### config.mk
export PLATFORM = sky130hd
export DESIGN_NAME = cluster_periph_req_demux_flat
export DESIGN_NICKNAME = d
export VERILOG_FILES = /design/src/rtl/cluster_periph_req_demux_pkg.sv /design/src/rtl/cluster_periph_req_demux_if.sv /design/src/rtl/cluster_periph_err_slv.sv /design/src/rtl/cluster_periph_req_demux.sv /design/src/flat_wrapper.sv
export SDC_FILE = /design/constraint.sdc
export NUM_CORES = 1
export LEC_CHECK = 0
export BUFFER_PORTS_ARGS = -buffer_cell sky130_fd_sc_hd__buf_2
export CORE_AREA = 2 2 445 447
export CTS_CLUSTER_SIZE = 30
export DETAILED_ROUTE_END_ITERATION = 10
export DIE_AREA = 0 0 447 449
export SYNTH_ARGS = -nofsm -noshare
export SYNTH_HDL_FRONTEND = slang
export SYNTH_SLANG_ARGS = --single-unit
export TNS_END_PERCENT = 100
### constraint.sdc
create_clock -name clk_i -period 3.2 [get_ports clk_i]
set_input_delay 0.16 -clock clk_i [delete_from_list [all_inputs] [get_ports clk_i]]
set_output_delay 0.16 -clock clk_i [all_outputs]
set_load 0.02 [all_outputs]
### src/rtl/cluster_periph_req_demux_pkg.sv
// Shared definitions for the cluster peripheral request demux.
// - Peripheral plug IDs. The event unit owns two 1 KiB windows, 2 and 3.
// - Window decode constants and the error-slave read data.
// - The core data request and response structs.
// - sper_decode(add): returns the target plug, or SPER_TGT_ERR for an unmapped window.
package cluster_periph_req_demux_pkg;

    localparam int NB_SPERIPHS   = 10;
    localparam int SPER_ADDR_LSB = 10;
    localparam int SPER_IDX_W    = 4;
    localparam logic [31:0] SPER_ERR_RDATA = 32'hBADACCE5;

    localparam int SPER_EOC_ID         = 0;
    localparam int SPER_TIMER_ID       = 1;
    localparam int SPER_EVENT_U_ID     = 2;
    localparam int SPER_HWPE_ID        = 4;
    localparam int SPER_ICACHE_CTRL_ID = 5;
    localparam int SPER_DMA_CL_ID      = 6;
    localparam int SPER_DMA_FC_ID      = 7;
    localparam int SPER_HMR_ID         = 8;
    localparam int SPER_EXT_ID         = 9;
    localparam int SPER_ERROR_ID       = 10;

    typedef logic [SPER_IDX_W-1:0] sper_tgt_t;

    // The error slave takes the first index past the last real plug.
    localparam sper_tgt_t SPER_TGT_ERR = sper_tgt_t'(NB_SPERIPHS);

    typedef struct packed {
        logic        req;
        logic [31:0] add;
        logic        wen;
        logic [31:0] data;
        logic [3:0]  be;
    } core_data_req_t;

    typedef struct packed {
        logic        gnt;
        logic        r_valid;
        logic [31:0] r_data;
    } core_data_rsp_t;

    function automatic sper_tgt_t sper_decode(input logic [31:0] add);
        sper_tgt_t idx;
        idx = add[SPER_ADDR_LSB +: SPER_IDX_W];
        if (idx == 4'd2 || idx == 4'd3)
            sper_decode = sper_tgt_t'(SPER_EVENT_U_ID);
        else if (idx < SPER_TGT_ERR)
            sper_decode = idx;
        else
            sper_decode = SPER_TGT_ERR;
    endfunction

endpackage

### src/rtl/cluster_periph_req_demux_if.sv
// Bus bundle between the core data port and the peripheral plugs.
// - slave  : demux side. Takes the core request and the plug responses,
//            drives the core response and the plug requests.
// - master : environment side. Drives the core request and the plug responses.
interface cluster_periph_req_demux_if;
    import cluster_periph_req_demux_pkg::*;

    core_data_req_t                   core_req_i;
    core_data_rsp_t                   core_rsp_o;
    core_data_req_t [NB_SPERIPHS-1:0] periph_req_o;
    core_data_rsp_t [NB_SPERIPHS-1:0] periph_rsp_i;

    modport slave  (input  core_req_i, periph_rsp_i, output core_rsp_o, periph_req_o);
    modport master (output core_req_i, periph_rsp_i, input  core_rsp_o, periph_req_o);
endinterface

### src/rtl/cluster_periph_err_slv.sv
// Error slave for unmapped peripheral windows.
// - Grants every request immediately.
// - Answers each accepted request one cycle later with SPER_ERR_RDATA.
// Ports:
//   clk_i, rst_i  clock, synchronous active-high reset
//   i_req         a request to the error window was accepted this cycle
//   o_gnt         constant grant
//   o_r_valid     response strobe, one cycle after i_req
//   o_r_data      error read data
module cluster_periph_err_slv
    import cluster_periph_req_demux_pkg::*;
(
    input  logic        clk_i,
    input  logic        rst_i,
    input  logic        i_req,
    output logic        o_gnt,
    output logic        o_r_valid,
    output logic [31:0] o_r_data
);
    logic r_err_pend;

    always_ff @(posedge clk_i) begin
        if (rst_i) r_err_pend <= 1'b0;
        else       r_err_pend <= i_req;
    end

    assign o_gnt     = 1'b1;
    assign o_r_valid = r_err_pend;
    assign o_r_data  = SPER_ERR_RDATA;
endmodule

### src/rtl/cluster_periph_req_demux.sv
// Demultiplexes one core data port onto the cluster peripheral plugs.
// - Decodes the 1 KiB window index and routes each request to a single plug.
// - Unmapped windows go to the internal error slave.
// - All outstanding transactions share one target, so responses are returned
//   in order with no reorder buffer.
// Ports:
//   clk_i, rst_i  clock, synchronous active-high reset
//   bus           slave modport: core_req_i/core_rsp_o, periph_req_o[]/periph_rsp_i[]
//   busy_o        at least one accepted request is still unanswered
module cluster_periph_req_demux
    import cluster_periph_req_demux_pkg::*;
#(
    parameter int MAX_OUTSTANDING = 4
) (
    input  logic                        clk_i,
    input  logic                        rst_i,
    cluster_periph_req_demux_if.slave   bus,
    output logic                        busy_o
);
    localparam int               CNT_W   = $clog2(MAX_OUTSTANDING + 1);
    localparam logic [CNT_W-1:0] CNT_MAX = CNT_W'(MAX_OUTSTANDING);

    logic [CNT_W-1:0]       r_cnt;
    sper_tgt_t              r_cur_tgt;
    logic                   r_post_rst;

    sper_tgt_t              w_tgt;
    logic                   w_allow, w_gnt_sel, w_acc, w_rv_sel, w_rv;
    logic [31:0]            w_rdata_sel;
    logic                   w_err_req, w_err_gnt, w_err_rv;
    logic [31:0]            w_err_rdata;
    logic [NB_SPERIPHS-1:0] w_stray;

    assign w_tgt = sper_decode(bus.core_req_i.add);

    // A new target may only be opened when the pipe is empty.
    // Reusing the current target keeps the responses in order.
    assign w_allow = !rst_i && (r_cnt < CNT_MAX) && (r_cnt == '0 || w_tgt == r_cur_tgt);

    always_comb begin
        w_gnt_sel   = (w_tgt == SPER_TGT_ERR) ? w_err_gnt : 1'b0;
        w_rv_sel    = (r_cur_tgt == SPER_TGT_ERR) ? w_err_rv : 1'b0;
        w_rdata_sel = w_err_rdata;
        w_stray     = '0;
        for (int p = 0; p < NB_SPERIPHS; p++) begin
            bus.periph_req_o[p] = '0;
            if (w_tgt == sper_tgt_t'(p)) begin
                w_gnt_sel = bus.periph_rsp_i[p].gnt;
                if (w_allow) bus.periph_req_o[p] = bus.core_req_i;
            end
            if (r_cur_tgt == sper_tgt_t'(p)) begin
                w_rv_sel    = bus.periph_rsp_i[p].r_valid;
                w_rdata_sel = bus.periph_rsp_i[p].r_data;
            end
            // A late answer to a request killed by reset is expected.
            // It is tolerated until the next accept.
            w_stray[p] = bus.periph_rsp_i[p].r_valid && !rst_i &&
                         ((r_cnt == '0) ? !r_post_rst : (r_cur_tgt != sper_tgt_t'(p)));
        end
    end

    assign w_acc     = w_allow && bus.core_req_i.req && w_gnt_sel;
    assign w_rv      = !rst_i && (r_cnt != '0) && w_rv_sel;
    assign w_err_req = w_acc && (w_tgt == SPER_TGT_ERR);

    always_comb begin
        bus.core_rsp_o         = '0;
        bus.core_rsp_o.gnt     = w_allow && w_gnt_sel;
        bus.core_rsp_o.r_valid = w_rv;
        bus.core_rsp_o.r_data  = w_rdata_sel;
    end

    cluster_periph_err_slv u_err_slv (
        .clk_i     (clk_i),
        .rst_i     (rst_i),
        .i_req     (w_err_req),
        .o_gnt     (w_err_gnt),
        .o_r_valid (w_err_rv),
        .o_r_data  (w_err_rdata)
    );

    always_ff @(posedge clk_i) begin
        if (rst_i) begin
            r_cnt      <= '0;
            r_cur_tgt  <= '0;
            r_post_rst <= 1'b1;
        end else begin
            if (w_acc) begin
                r_cur_tgt  <= w_tgt;
                r_post_rst <= 1'b0;
            end
            case ({w_acc, w_rv})
                2'b10:   r_cnt <= r_cnt + CNT_W'(1);
                2'b01:   r_cnt <= r_cnt - CNT_W'(1);
                default: r_cnt <= r_cnt;
            endcase
        end
    end

    assign busy_o = (r_cnt != '0);

    a_cnt_bound: assert property (@(posedge clk_i) disable iff (rst_i) r_cnt <= CNT_MAX);
    a_no_stray:  assert property (@(posedge clk_i) disable iff (rst_i) w_stray == '0);
endmodule
### src/flat_wrapper.sv
// flat-port wrapper written by rule: the top's interface ports become plain ports
module cluster_periph_req_demux_flat import cluster_periph_req_demux_pkg::*;
#(
    parameter int MAX_OUTSTANDING = 4
)
  (clk_i, rst_i, busy_o, bus_core_req_i, bus_periph_rsp_i, bus_core_rsp_o, bus_periph_req_o);
  cluster_periph_req_demux_if bus_i ();
  input  logic clk_i;
  input  logic rst_i;
  output logic busy_o;
  input wire logic [$bits(bus_i.core_req_i)-1:0] bus_core_req_i;
  input wire logic [$bits(bus_i.periph_rsp_i)-1:0] bus_periph_rsp_i;
  output wire logic [$bits(bus_i.core_rsp_o)-1:0] bus_core_rsp_o;
  output wire logic [$bits(bus_i.periph_req_o)-1:0] bus_periph_req_o;
  assign bus_i.core_req_i = bus_core_req_i;
  assign bus_i.periph_rsp_i = bus_periph_rsp_i;
  assign bus_core_rsp_o = bus_i.core_rsp_o;
  assign bus_periph_req_o = bus_i.periph_req_o;
  cluster_periph_req_demux #(.MAX_OUTSTANDING(MAX_OUTSTANDING)) u_core (.clk_i(clk_i), .rst_i(rst_i), .bus(bus_i), .busy_o(busy_o));
endmodule
# Word level (Yosys, flattened, before mapping)

Cells that the tools add are included.

$add $sub $neg: 2
$mul: 0
Div/mod/pow operators: 0
Magnitude comparators: 2
Eq/ne operators: 25
Shift operators: 0
Muxes and demuxes: 46
Bitwise operators: 0
Reductions and logical operators: 16

Operator list:

| operator                                                              | number |
|---|---|
| 70-bit 2-to-1 mux                                                     | 11 |
| 32-bit 2-to-1 mux                                                     | 10 |
| 4-bit by 3-bit equality test with 1-bit output, second input constant | 8 |
| 4-bit by 2-bit equality test with 1-bit output, second input constant | 6 |
| 4-bit equality test, second input constant                            | 6 |
| 1-bit 2-to-1 mux                                                      | 22 |
| 4-bit by 1-bit equality test with 1-bit output, second input constant | 2 |
| 1-bit logical AND                                                     | 8 |
| 4-bit zero test                                                       | 2 |
| 4-bit 2-to-1 mux                                                      | 2 |
| 3-bit one-hot mux with 2 select lines                                 | 1 |
| 4-bit equality test                                                   | 1 |
| 4-bit less-than comparator, second input constant                     | 1 |
| 3-bit by 1-bit adder with 3-bit output, second input constant         | 1 |
| 3-bit zero test                                                       | 1 |
| 3-bit less-than comparator, second input constant                     | 1 |
| 3-bit nonzero test                                                    | 1 |
| 3-bit by 1-bit subtractor with 3-bit output, second input constant    | 1 |
| 2-bit by 1-bit equality test with 1-bit output, second input constant | 1 |
| 2-bit equality test, second input constant                            | 1 |
| 1-bit logical OR                                                      | 2 |
| 2-bit nonzero test                                                    | 1 |
| 1-bit zero test                                                       | 1 |

Register bits after elaboration: 8
Latch bits: 0
Memory bits (writable): 0
Bits in read-only memories: 0
Bits of input ports: 412
Output and inout bits: 735
Logic and storage cells: 94
Memories: 0

# Depth between registers and ports, before layout

Gate-level depths: netlist (run 1).

Depth in word-level cells: 18
Depth in mapped cells: 14
Mapped depth without buffers: 12

# By module

A second synthesis (run 1) with hierarchy kept.

Cells, all modules: 1672
Area, all modules: 9554.2 um^2

By module, submodules not included:

| module                   | instances | cells each | area an instance (um^2) | sequential area each (um^2) |
|---|---|---|---|---|
| cluster_periph_req_demux | 1         | 1635       | 9265.1                  | 140.1 |
| cluster_periph_err_slv   | 1         | 37         | 289.0                   | 20.0 |

# Worst setup path before layout (run 1)

Ideal clock, no wire load.

Path type: flip-flop to flip-flop
Start: register u_core.r_cur_tgt[0]
End: register u_core.r_cnt[2]
Library setup time: 0.070 ns
Arrival time: 3.341 ns
Required time: 3.130 ns
Setup slack: -0.212 ns
Stages on the path, launching flop included: 13
Cell sequence: dfxtp_1 -> buf_2 -> buf_2 -> buf_2 -> nor3_1 -> a21oi_1 -> a2111oi_0 -> ha_1 -> inv_1 -> fa_1 -> xor2_1 -> or3_1 -> a21oi_1

Word-level cells in the longest chain between the ends: 15

RTL lines:

| item                                                                                         | RTL line                       | RTL |
|---|---|---|
| start: declaration                                                                           | cluster_periph_req_demux.sv:24 | `sper_tgt_t r_cur_tgt;` |
| start signal: assignment                                                                     | cluster_periph_req_demux.sv:89 | `r_cur_tgt <= w_tgt;` |
| 4-bit equality test                                                                          | cluster_periph_req_demux.sv:42 | `w_rv_sel = (r_cur_tgt == SPER_TGT_ERR) ? w_err_rv : 1'b0;` |
| 1-bit 2-to-1 mux                                                                             | cluster_periph_req_demux.sv:42 |  |
| 1-bit 2-to-1 mux (9 in a row)                                                                | cluster_periph_req_demux.sv:51 | `if (r_cur_tgt == sper_tgt_t'(p)) begin` |
| 1-bit 2-to-1 mux (*)                                                                         | cluster_periph_req_demux.sv:51 |  |
| 1-bit logical AND (*)                                                                        | cluster_periph_req_demux.sv:63 | `assign w_rv = !rst_i && (r_cnt != '0) && w_rv_sel;` |
| via u_core.w_rv                                                                              | cluster_periph_req_demux.sv:28 | `logic w_allow, w_gnt_sel, w_acc, w_rv_sel, w_rv;` |
| 2-bit by 1-bit equality test with 1-bit output / 2-bit equality test (equally long branches) | cluster_periph_req_demux.sv:92 | `case ({w_acc, w_rv})` |
| 3-bit one-hot mux with 2 select lines / 2-bit nonzero test (equally long branches)           | -                              |  |
| end signal: assignment                                                                       | cluster_periph_req_demux.sv:93 | `2'b10: r_cnt <= r_cnt + CNT_W'(1);` |
| end signal: assignment                                                                       | cluster_periph_req_demux.sv:94 | `2'b01: r_cnt <= r_cnt - CNT_W'(1);` |
| end signal: assignment                                                                       | cluster_periph_req_demux.sv:95 | `default: r_cnt <= r_cnt;` |
| end: declaration                                                                             | cluster_periph_req_demux.sv:23 | `logic [CNT_W-1:0] r_cnt;` |

The timed path passes the listed nets; every way through them passes the cells marked *.
A chain may end at the register's enable or synchronous reset.

# Worst setup path after layout (run 1)

Start: register u_core.r_cur_tgt[2]
End: output bus_periph_req_o[545]

Word-level cells in the longest chain between the ends: 5

RTL lines:

| item                | RTL line                       | RTL |
|---|---|---|
| 4-bit equality test | cluster_periph_req_demux.sv:38 | `assign w_allow = !rst_i && (r_cnt < CNT_MAX) && (r_cnt == '0 \|\| w_tgt == r_cur_tgt);` |
| 1-bit logical OR    | cluster_periph_req_demux.sv:38 |  |
| 1-bit logical AND   | cluster_periph_req_demux.sv:38 |  |
| 70-bit 2-to-1 mux   | cluster_periph_req_demux.sv:49 | `if (w_allow) bus.periph_req_o[p] = bus.core_req_i;` |
| 70-bit 2-to-1 mux   | cluster_periph_req_demux.sv:47 | `if (w_tgt == sper_tgt_t'(p)) begin` |
| end: declaration    | flat_wrapper.sv:14             | `output wire logic [$bits(bus_i.periph_req_o)-1:0] bus_periph_req_o;` |

Every way passes these cells.

==> results of run 1 <==
-- per-stage QoR --
stage / instance area, um^2 / instances
floorplan: 8100 / 1473
global placement: 18600 / 5063
detailed placement: 18700 / 5064
CTS: 18900 / 5072
global route: 19500 / 5116
finish: 19500 / 5130
-- where the power goes --
group,total [W],leakage [nW],switching (W),internal (W)
combinational,0.00253,8.89,0.00175,0.000780
clock,0.000221,0.0384,0.0000542,0.000166
sequential,0.000112,0.0676,0.00000774,0.000105
total,0.00286,9.00,0.00181,0.00105
-- worst reg2reg max path: stages (launching register included) --
cell                        delay [ns]
sky130_fd_sc_hd__dfxtp_4          0.35
sky130_fd_sc_hd__buf_6            0.12
sky130_fd_sc_hd__xor2_1           0.15
sky130_fd_sc_hd__or4_4            0.48
sky130_fd_sc_hd__a22oi_2          0.20
sky130_fd_sc_hd__buf_4            0.16
sky130_fd_sc_hd__buf_4            0.10
sky130_fd_sc_hd__buf_4            0.11
sky130_fd_sc_hd__o2111ai_4        0.14
sky130_fd_sc_hd__nor2_1           0.20
sky130_fd_sc_hd__inv_1            0.06
sky130_fd_sc_hd__ha_1             0.19
sky130_fd_sc_hd__inv_1            0.07
sky130_fd_sc_hd__fa_1             0.17
sky130_fd_sc_hd__xor2_1           0.07
sky130_fd_sc_hd__or3_1            0.30
sky130_fd_sc_hd__a21oi_1          0.15
-- cell families after synthesis --
family | after synthesis
adders and majority gates | 2
xor gates and xnor gates | 4
DFF | 8
and+or+nand+nor | 878
AOI/OAI and AO/OA | 205
other | 1
muxes | 52
buffers and inverters | 232
-- layer usage --
metal	vias to the layer above	wire length [um]	track usage
li1	6544	-	-
met1	7218	55200	0.156
met2	1128	97700	0.327
met3	268	13400	0.0382
met4	12	5880	0.0461
met5	-	211	0
-- timing repair --
action                     4_1_cts  5_1_grt
buffers inserted                 4       11
setup endpoints to repair      182      397
pin swaps                        2        5
cloned                           0        6
gates resized for setup         39       79
-- how the worst min path moves through the flow --
stage | to | slack [ns] | cells past startpoint
after floorplan | u_core.u_err_slv.o_r_valid | 0.31 | 1
after global routing | u_core.r_cnt[0] | 0.26 | 2
final | u_core.r_cnt[1] | 0.26 | 2
after detailed placement | u_core.r_cnt[1] | 0.51 | 2
after CTS | u_core.r_cnt[0] | 0.26 | 2
after global placement | u_core.r_cnt[0] | 0.49 | 2
-- registers in the layout, indices dropped and copies added (netlist names) --
| signal | flops |
|---|---|
| u_core.r_cur_tgt | 4 |
| u_core.r_cnt | 3 |
| u_core.u_err_slv.o_r_valid | 1 |
-- layout make-up --
cell class | instances | area, um^2 | share of cell area
multi-input cells | 1233 | 6840 | 0.351
flip-flops and latches | 8 | 173 | 0.00886
diodes | 41 | 103 | 0.00526
well taps | 2640 | 3300 | 0.169
inverters | 9 | 36.3 | 0.00186
clock buffers | 4 | 78.8 | 0.00404
repair buffers | 1195 | 8970 | 0.460
-- cells in the final DEF (no fill, tap or decap), types with 3 or more instances in the layout --
cell type and count:
sky130_fd_sc_hd__nor2_4 4, sky130_fd_sc_hd__o21a_1 5, sky130_fd_sc_hd__buf_2 882, sky130_fd_sc_hd__nand2b_1 7, sky130_fd_sc_hd__diode_2 41, sky130_fd_sc_hd__a21oi_1 38
sky130_fd_sc_hd__buf_4 122, sky130_fd_sc_hd__buf_12 161, sky130_fd_sc_hd__a41oi_1 10, sky130_fd_sc_hd__o211ai_1 16, sky130_fd_sc_hd__o31ai_1 4, sky130_fd_sc_hd__and2_4 20
sky130_fd_sc_hd__and2_1 179, sky130_fd_sc_hd__nand2_1 175, sky130_fd_sc_hd__a2111oi_0 4, sky130_fd_sc_hd__clkbuf_16 8, sky130_fd_sc_hd__or3_1 3, sky130_fd_sc_hd__dfxtp_4 3
sky130_fd_sc_hd__xor2_1 4, sky130_fd_sc_hd__buf_6 23, sky130_fd_sc_hd__o21ai_0 60, sky130_fd_sc_hd__nor2b_1 4, sky130_fd_sc_hd__mux2_2 10, sky130_fd_sc_hd__a22oi_1 21
sky130_fd_sc_hd__conb_1 92, sky130_fd_sc_hd__inv_1 8, sky130_fd_sc_hd__a221o_1 4, sky130_fd_sc_hd__nand3_1 5, sky130_fd_sc_hd__nor2_2 54, sky130_fd_sc_hd__o22ai_1 10
sky130_fd_sc_hd__mux4_2 25, sky130_fd_sc_hd__a211oi_1 3, sky130_fd_sc_hd__o221ai_1 13, sky130_fd_sc_hd__dfxtp_1 4, sky130_fd_sc_hd__nor3_1 5, sky130_fd_sc_hd__nor3b_1 4
sky130_fd_sc_hd__nor2_1 405, sky130_fd_sc_hd__mux2i_1 16
==> flow_summary.ini, run 1 <==
[synth]
post_synth_inst_count = 1382
synth_most_common_cell = sky130_fd_sc_hd__nor2_1
synth.distinct_cells = 53
synth_flop_cell = sky130_fd_sc_hd__dfxtp_1
synth_seq_area_share = 0.0207
synth_top_cells_by_count = 427 x sky130_fd_sc_hd__nor2_1, 199 x sky130_fd_sc_hd__and2_1, 176 x sky130_fd_sc_hd__nand2_1
yosys-mux-area-fraction = 0.109
synthTopCellsByArea = sky130_fd_sc_hd__nor2_1 21%, sky130_fd_sc_hd__and2_1 16%, sky130_fd_sc_hd__buf_4 9.1%
mappedNetlistArea_um2 = 7750
synth_top_area_frac = 0.207
synth_compound_area_frac = 0.174
synthAdderAreaFrac = 0.00420
synth_top_family_by_area = simple AND/OR/NAND/NOR gates
ys_warn_count = 0
synth_xor_xnor_area_share = 0.00452
synth_simple_gate_area_frac = 0.515
syn_area_per_cell_um2 = 5.61
async_reset_ff_frac = 0
synth.ff_latch_count = 8
synth-edff-count = 0
post-synth-top-area-cell = sky130_fd_sc_hd__nor2_1

[placement]
io_buffer_count = 1053
dp_hpwl_mm = 155
pre_cts_ws_ns = 0.105
finalWeightedCongestion = 0.987

[floorplan]
die_x_um = 447
row_count = 163
floorplan.die.height_um = 449
effective_utilization_at_floorplan = 0.0395
design.die.area_um2 = 201000
io_pins = 1147
coreArea_um2 = 196000

[power_and_ir_drop]
power.ir.vdd_worst_mv = 0.142
pwr_density_cell_nw_per_um2 = 147
design_power_total_w = 0.00286
power.static_leakage_nw = 9.00

[layout]
flow.area_growth_from_synthesis_pct = 152
fin_util = 0.0994
layout_cells_sized_above_1 = 0.546
num-nets-final = 2864
layout.filler_cells = 23158

[setup_path]
worst_r2r_path_depth = 16
critical_path.endpoint_type = output port
critical_path_arrival_ns = 3.02
crit-reg2reg-capture = u_core.r_cnt[2]
crit_cells = 13
worst_ep_required_time_ns = 3.04
crit_slowest_cell = sky130_fd_sc_hd__or4_4
cp_cell_sequence = buf_6 > xor2_1 > or4_4 > a22oi_2 > buf_4 > o211ai_4 > buf_12 > nor2_4 > buf_6 > buf_12 > clkbuf_16 > and2_4 > buf_6
worstSetupStartpointType = flop
crit_top_cell = sky130_fd_sc_hd__buf_6
path_class = flop to output port
crit_path_max_incr_delay_ns = 0.48
crit_start = u_core.r_cur_tgt[2]
critPathBufInv = 7
crit-reg2reg-launch = u_core.r_cur_tgt[2]
crit_family = buffers and inverters
crit_fanout = 6
critical_path.endpoint = bus_periph_req_o[545]
setup.reg_to_reg.worst_slack_ns = 0.10

[timing]
final.min_clock_period_ns = 3.18
final_report_max_slew_violation_count = 0
worst_slew_pin_slew_ns = 0.988
worst_slack_ns = 0.0180
unrepaired_setup_endpoints_after_global_routing = yes
holdWs_ns = 0.263
fin_crit_sh = 0.994
slew-limit-headroom = 0.341
report.final.hold_viol_count = 0
fmax_mhz = 314
timing.setup.tns_ns = 0
final-setup-viol-count = 0
final.setup_skew_ns = 0.00140

[clock_network]
cts_buffer_depth = 2
maximum_level_of_the_cts_h_tree = 1
clk_transition_reported_paths_ns = 0.04
tritoncts = built
cts_root_buffer = sky130_fd_sc_hd__clkbuf_16
clkLatencyLatePin_ns = 0.25
clock_sinks = 8
tritoncts.num_buffers = 3
hold_buffers = 0

[detailed_routing]
initialDrtViolationCount = 1713
first_pass_iters = 5
total_wire_length_after_detailed_routing_mm = 172
route.antenna.remaining_nets = 0
vias = 15170
wl_per_cell_um = 33.6
route.detailed.drc = 0
via_per_instance_ratio = 2.96

[global_routing]
globalRouteOverflowTotal = 0
grt_max_degree = 73
grt_pass1_vias = 13663
grt_antenna_before_repair = 125
gr-usage-all-layers = 0.161
grt_pass1_wl_mm = 197

[run]
drv.max_cap_violation_count = 0

[worst_hold_path]
hold_path.class = primary input to flop
hold_sp = rst_i

[outcome]
status = completed
Power figures use the tool's default switching activity.
==> inputs of run 2 (changes only) <==
--- a/config.mk
+++ b/config.mk
@@ -6,10 +6,12 @@
 export NUM_CORES = 1
 export LEC_CHECK = 0
 export BUFFER_PORTS_ARGS = -buffer_cell sky130_fd_sc_hd__buf_2
+export CAP_MARGIN = 15
 export CORE_AREA = 2 2 445 447
 export CTS_CLUSTER_SIZE = 30
 export DETAILED_ROUTE_END_ITERATION = 10
 export DIE_AREA = 0 0 447 449
+export PLACE_DENSITY = 0.3
 export SYNTH_ARGS = -nofsm -noshare
 export SYNTH_HDL_FRONTEND = slang
 export SYNTH_SLANG_ARGS = --single-unit
==> flow_summary.ini, run 2 (synthesis results as in run 1) <==
[outcome]
status = completed

[layout]
most-common-layout-cells = 980 x sky130_fd_sc_hd__buf_2, 421 x sky130_fd_sc_hd__nor2_1, 197 x sky130_fd_sc_hd__and2_1
leading_cell_type_in_the_layout_fill_and_taps_excluded = sky130_fd_sc_hd__buf_2
post-route-cell-area_um2 = 17700
flow.area_growth_from_synthesis_pct = 129
num-nets-final = 2839
top_register = u_core.r_cur_tgt
fin_util = 0.0903
layout_cells_sized_above_1 = 0.525
largest_register_ff_count = 4

[timing]
final_report_max_slew_violation_count = 0
worst_slew_pin_slew_ns = 0.998
final.setup_skew_ns = 0.00206
fin_crit_sh = 0.989
slew-limit-headroom = 0.317
final-setup-viol-count = 0
fmax_mhz = 316
final.min_clock_period_ns = 3.17
timing.setup.tns_ns = 0
report.final.hold_viol_count = 0
unrepaired_setup_endpoints_after_global_routing = yes

[detailed_routing]
wl_per_cell_um = 24.9
initialDrtViolationCount = 1219
total_wire_length_after_detailed_routing_mm = 127
first_pass_iters = 5
route.antenna.remaining_nets = 0
route.detailed.drc = 0
via_per_instance_ratio = 2.80
vias = 14232

[run]
drv.max_cap_violation_count = 0

[placement]
finalWeightedCongestion = 0.905
dp_hpwl_mm = 113
place_area_um2 = 17500
io_buffer_count = 1053

[clock_network]
maximum_level_of_the_cts_h_tree = 1
hold_buffers = 0
clk_transition_reported_paths_ns = 0.04
cts_root_buffer = sky130_fd_sc_hd__clkbuf_16
clkLatencyLatePin_ns = 0.24
tritoncts.num_buffers = 3
tritoncts = built
cts_buffer_depth = 2
clock_sinks = 8

[power_and_ir_drop]
share_comb_of_total_power = 0.858
sequentialPowerShare = 0.049
power_switching_share = 0.611
power.ir.vdd_worst_mv = 0.119
design_power_total_w = 0.00239
netSwitchingPower_w = 0.00146
pwr_density_cell_nw_per_um2 = 135
internal_power_w = 0.000929
power.static_leakage_nw = 8.53
clock_power_share = 0.092

[floorplan]
io_pins = 1147
row_count = 163
coreArea_um2 = 196000
floorplan.die.height_um = 449
die_x_um = 447
effective_utilization_at_floorplan = 0.0395
design.die.area_um2 = 201000

[global_routing]
grt_max_degree = 73
grt_pass1_vias = 13604
globalRouteOverflowTotal = 0
grt_antenna_before_repair = 63
gr-usage-all-layers = 0.119
grt_pass1_wl_mm = 155

[setup_path]
crit_fanout = 59
worstSetupStartpointType = flop
critical_path.endpoint_type = output port
worst_ep_required_time_ns = 3.04
setup.reg_to_reg.worst_slack_ns = 0.14
path_class = flop to output port
critical_path_arrival_ns = 3.01

[worst_hold_path]
hold_path.class = primary input to flop
## run 2: cell types whose count changed in the layout (fill, tap and decap cells not counted), moves of 16 or more
cell,previous run,this run
sky130_fd_sc_hd__buf_2,882,980
sky130_fd_sc_hd__and2_1,179,197
sky130_fd_sc_hd__nor2_1,405,421
sky130_fd_sc_hd__and2_4,20,1
sky130_fd_sc_hd__diode_2,41,17
sky130_fd_sc_hd__buf_4,122,103
sky130_fd_sc_hd__buf_6,23,1
sky130_fd_sc_hd__buf_12,161,83
## run 2: worst paths after layout
path                             from  depth (start not counted)                    end
setup reg to reg  u_core.r_cur_tgt[0]                         12        u_core.r_cnt[2]
setup / recovery  u_core.r_cur_tgt[2]                          8  bus_periph_req_o[585]
hold / removal                  rst_i                          2        u_core.r_cnt[1]
hold reg to reg       u_core.r_cnt[1]                          2        u_core.r_cnt[1]
## run 2: metrics by stage
stage	hold slack (ns)	std cells	worst slack (ns)
after floorplan	0.306	1473	0.0313
after global placement	0.513	5057	-0.0685
after detailed placement	0.523	5057	0.00395
after CTS	0.290	5061	0.0320
after global routing	0.302	5073	-0.0393
final	0.286	5081	0.0337
## run 2: final cells by class
type                            instances  area [um^2]
Sequential cell                         8          175
Inverter                                9         36.3
Fill cell                           23444       178000
Antenna cell                           17         42.5
Multi-Input combinational cell       1233         6700
Timing Repair Buffer                 1170         7390
Clock buffer                            4         78.8
Tap cell                             2640         3300
## run 2: repair_timing
item	CTS	global route
cloned	0	0
pin swaps	0	3
resized for setup	3	19
endpoints found under the hold margin	0	0
buffers inserted	0	3
setup endpoints to repair	34	87
## run 2: power groups by stage
stage	Clock (W)	Sequential, W	Combinational, W
3_3_place_gp	0	0.000119	0.00212
5_1_grt	0.000232	0.000119	0.00220
6_report	0.000220	0.000117	0.00205
2_1_floorplan	0	0.000110	0.000966
4_1_cts	0.000226	0.000118	0.00212
3_5_place_dp	0	0.000119	0.00211
## run 2: layer usage
metal  global-route usage  part of all wire  up-vias  wire [um]
li1                     -                 -     6454          -
met5                    0            0.0010        -        131
met2                0.251              0.58      823      74000
met3               0.0173             0.063      151       7960
met4               0.0287             0.024       18       3080
met1                0.118              0.33     6786      41300
## run 2: worst max-delay path, cell delays in order, from the launching register on
cell                      delay [ns]
sky130_fd_sc_hd__dfxtp_4        0.38
sky130_fd_sc_hd__xor2_1         0.17
sky130_fd_sc_hd__or4_1          0.51
sky130_fd_sc_hd__a22oi_2        0.31
sky130_fd_sc_hd__o21ai_2        0.11
sky130_fd_sc_hd__or3b_4         0.43
sky130_fd_sc_hd__buf_12         0.20
sky130_fd_sc_hd__nor2_1         0.33
sky130_fd_sc_hd__buf_2          0.24
==> inputs of run 3 (changes only) <==
--- a/config.mk
+++ b/config.mk
@@ -5,7 +5,7 @@
 export SDC_FILE = /design/constraint.sdc
 export NUM_CORES = 1
 export LEC_CHECK = 0
-export BUFFER_PORTS_ARGS = -buffer_cell sky130_fd_sc_hd__buf_2
+export BUFFER_PORTS_ARGS = -buffer_cell sky130_fd_sc_hd__buf_4
 export CAP_MARGIN = 15
 export CORE_AREA = 2 2 445 447
 export CTS_CLUSTER_SIZE = 30
==> flow_summary.ini, run 3 (synthesis results as in run 1) <==
[floorplan]
coreArea_um2 = 196000
design.die.area_um2 = 201000
effective_utilization_at_floorplan = 0.0395
row_count = 163
floorplan.die.height_um = 449
io_pins = 1147
die_x_um = 447

[detailed_routing]
vias = 14097
wl_per_cell_um = 25.6
via_per_instance_ratio = 2.78
route.antenna.remaining_nets = 0
route.detailed.drc = 0
total_wire_length_after_detailed_routing_mm = 130
initialDrtViolationCount = 1152
first_pass_iters = 6

[timing]
worst_slack_ns = 0.0770
unrepaired_setup_endpoints_after_global_routing = no
final_report_max_slew_violation_count = 0
fmax_mhz = 320
worst_slew_pin_slew_ns = 0.739
final-setup-viol-count = 0
timing.setup.tns_ns = 0
final.min_clock_period_ns = 3.12
slew-limit-headroom = 0.507
final.setup_skew_ns = 0.00209
report.final.hold_viol_count = 0
fin_crit_sh = 0.976

[placement]
pre_cts_ws_ns = 0.187
place_area_um2 = 18900
finalWeightedCongestion = 0.894
dp_hpwl_mm = 115
io_buffer_count = 1053

[setup_path]
crit_fanout = 46
path_class = flop to output port
critical_path_arrival_ns = 2.96
worst_ep_required_time_ns = 3.04
worstSetupStartpointType = flop
critical_path.endpoint_type = output port

[layout]
fin_util = 0.0978
layout.filler_cells = 23343
post-route-cell-area_um2 = 19200
num-nets-final = 2822
layout_cells_sized_above_1 = 0.521
multi_input_comb_area_um2 = 6700
largest_register_ff_count = 4
leading_cell_type_in_the_layout_fill_and_taps_excluded = sky130_fd_sc_hd__buf_4
most-common-layout-cells = 1135 x sky130_fd_sc_hd__buf_4, 416 x sky130_fd_sc_hd__nor2_1, 199 x sky130_fd_sc_hd__and2_1
flow.area_growth_from_synthesis_pct = 148
top_register = u_core.r_cur_tgt
final-seq-area_um2 = 173

[run]
drv.max_cap_violation_count = 0

[power_and_ir_drop]
design_power_total_w = 0.00258
power.ir.vdd_worst_mv = 0.115
pwr_density_cell_nw_per_um2 = 134
power.static_leakage_nw = 8.58

[outcome]
status = completed

[clock_network]
clock_sinks = 8
maximum_level_of_the_cts_h_tree = 1
tritoncts = built
clkLatencyLatePin_ns = 0.24
tritoncts.num_buffers = 3
cts_buffer_depth = 2
hold_buffers = 0
clk_transition_reported_paths_ns = 0.04
cts_root_buffer = sky130_fd_sc_hd__clkbuf_16

[global_routing]
grt_antenna_before_repair = 47
grt_pass1_vias = 13944
grt_pass1_wl_mm = 159
grt_max_degree = 73
gr-usage-all-layers = 0.122
globalRouteOverflowTotal = 0

[worst_hold_path]
hold_path.class = primary input to flop
-- run 3: changes by cell type in the layout (fill, tap and decap cells not counted), sizes merged --
cell and change:
diode +2, clkbuf -2, buf -15
-- run 3: path summary, 6_finish.rpt --
check	from	slack [ns]	depth (start not counted)	endpoint
max reg2reg	u_core.r_cur_tgt[3]	0.22	13	u_core.r_cnt[2]
max	u_core.r_cur_tgt[2]	0.08	9	bus_periph_req_o[682]
min	rst_i	0.23	2	u_core.r_cnt[2]
min reg2reg	u_core.r_cnt[1]	0.55	2	u_core.r_cnt[1]
-- run 3: final cells by class --
class                           count  area share
Timing Repair Buffer             1153       0.461
Multi-Input combinational cell   1233       0.349
Tap cell                         2640       0.172
Sequential cell                     8     0.00900
Clock buffer                        4     0.00411
Antenna cell                       19     0.00248
Inverter                            9     0.00189
-- run 3: through the flow --
stage | cells | hold slack [ns]
floorplan | 1473 | 0.306
global placement | 5038 | 0.480
detailed placement | 5038 | 0.479
CTS | 5042 | 0.230
global route | 5057 | 0.237
finish | 5066 | 0.232
-- run 3: routing by layer --
metal	track usage	vias up	part of all wire
li1	-	6424	-
met1	0.122	6863	0.34
met2	0.256	716	0.59
met3	0.0161	86	0.055
met4	0.0279	8	0.020
met5	0	-	0.00036
-- run 3: what timing repair did --
action                     CTS  global route
buffers inserted             0             4
gates resized for setup      0            19
setup endpoints to repair    0           222
-- run 3: report_power, final --
| part | leakage (nW) | switching [W] | internal (W) |
|---|---|---|---|
| Combinational | 8.47 | 0.00139 | 0.000844 |
| Sequential | 0.0676 | 0.0000135 | 0.000105 |
| Clock | 0.0383 | 0.0000533 | 0.000166 |
-- run 3: critical path, stage by stage (launching register included) --
cell and delay [ns]:
sky130_fd_sc_hd__dfxtp_4 0.36, sky130_fd_sc_hd__xor2_1 0.16, sky130_fd_sc_hd__or4_4 0.49, sky130_fd_sc_hd__a22oi_2 0.32, sky130_fd_sc_hd__o21ai_2 0.10, sky130_fd_sc_hd__buf_4 0.14
sky130_fd_sc_hd__or3b_4 0.43, sky130_fd_sc_hd__buf_12 0.18, sky130_fd_sc_hd__nor2_2 0.18, sky130_fd_sc_hd__buf_4 0.19
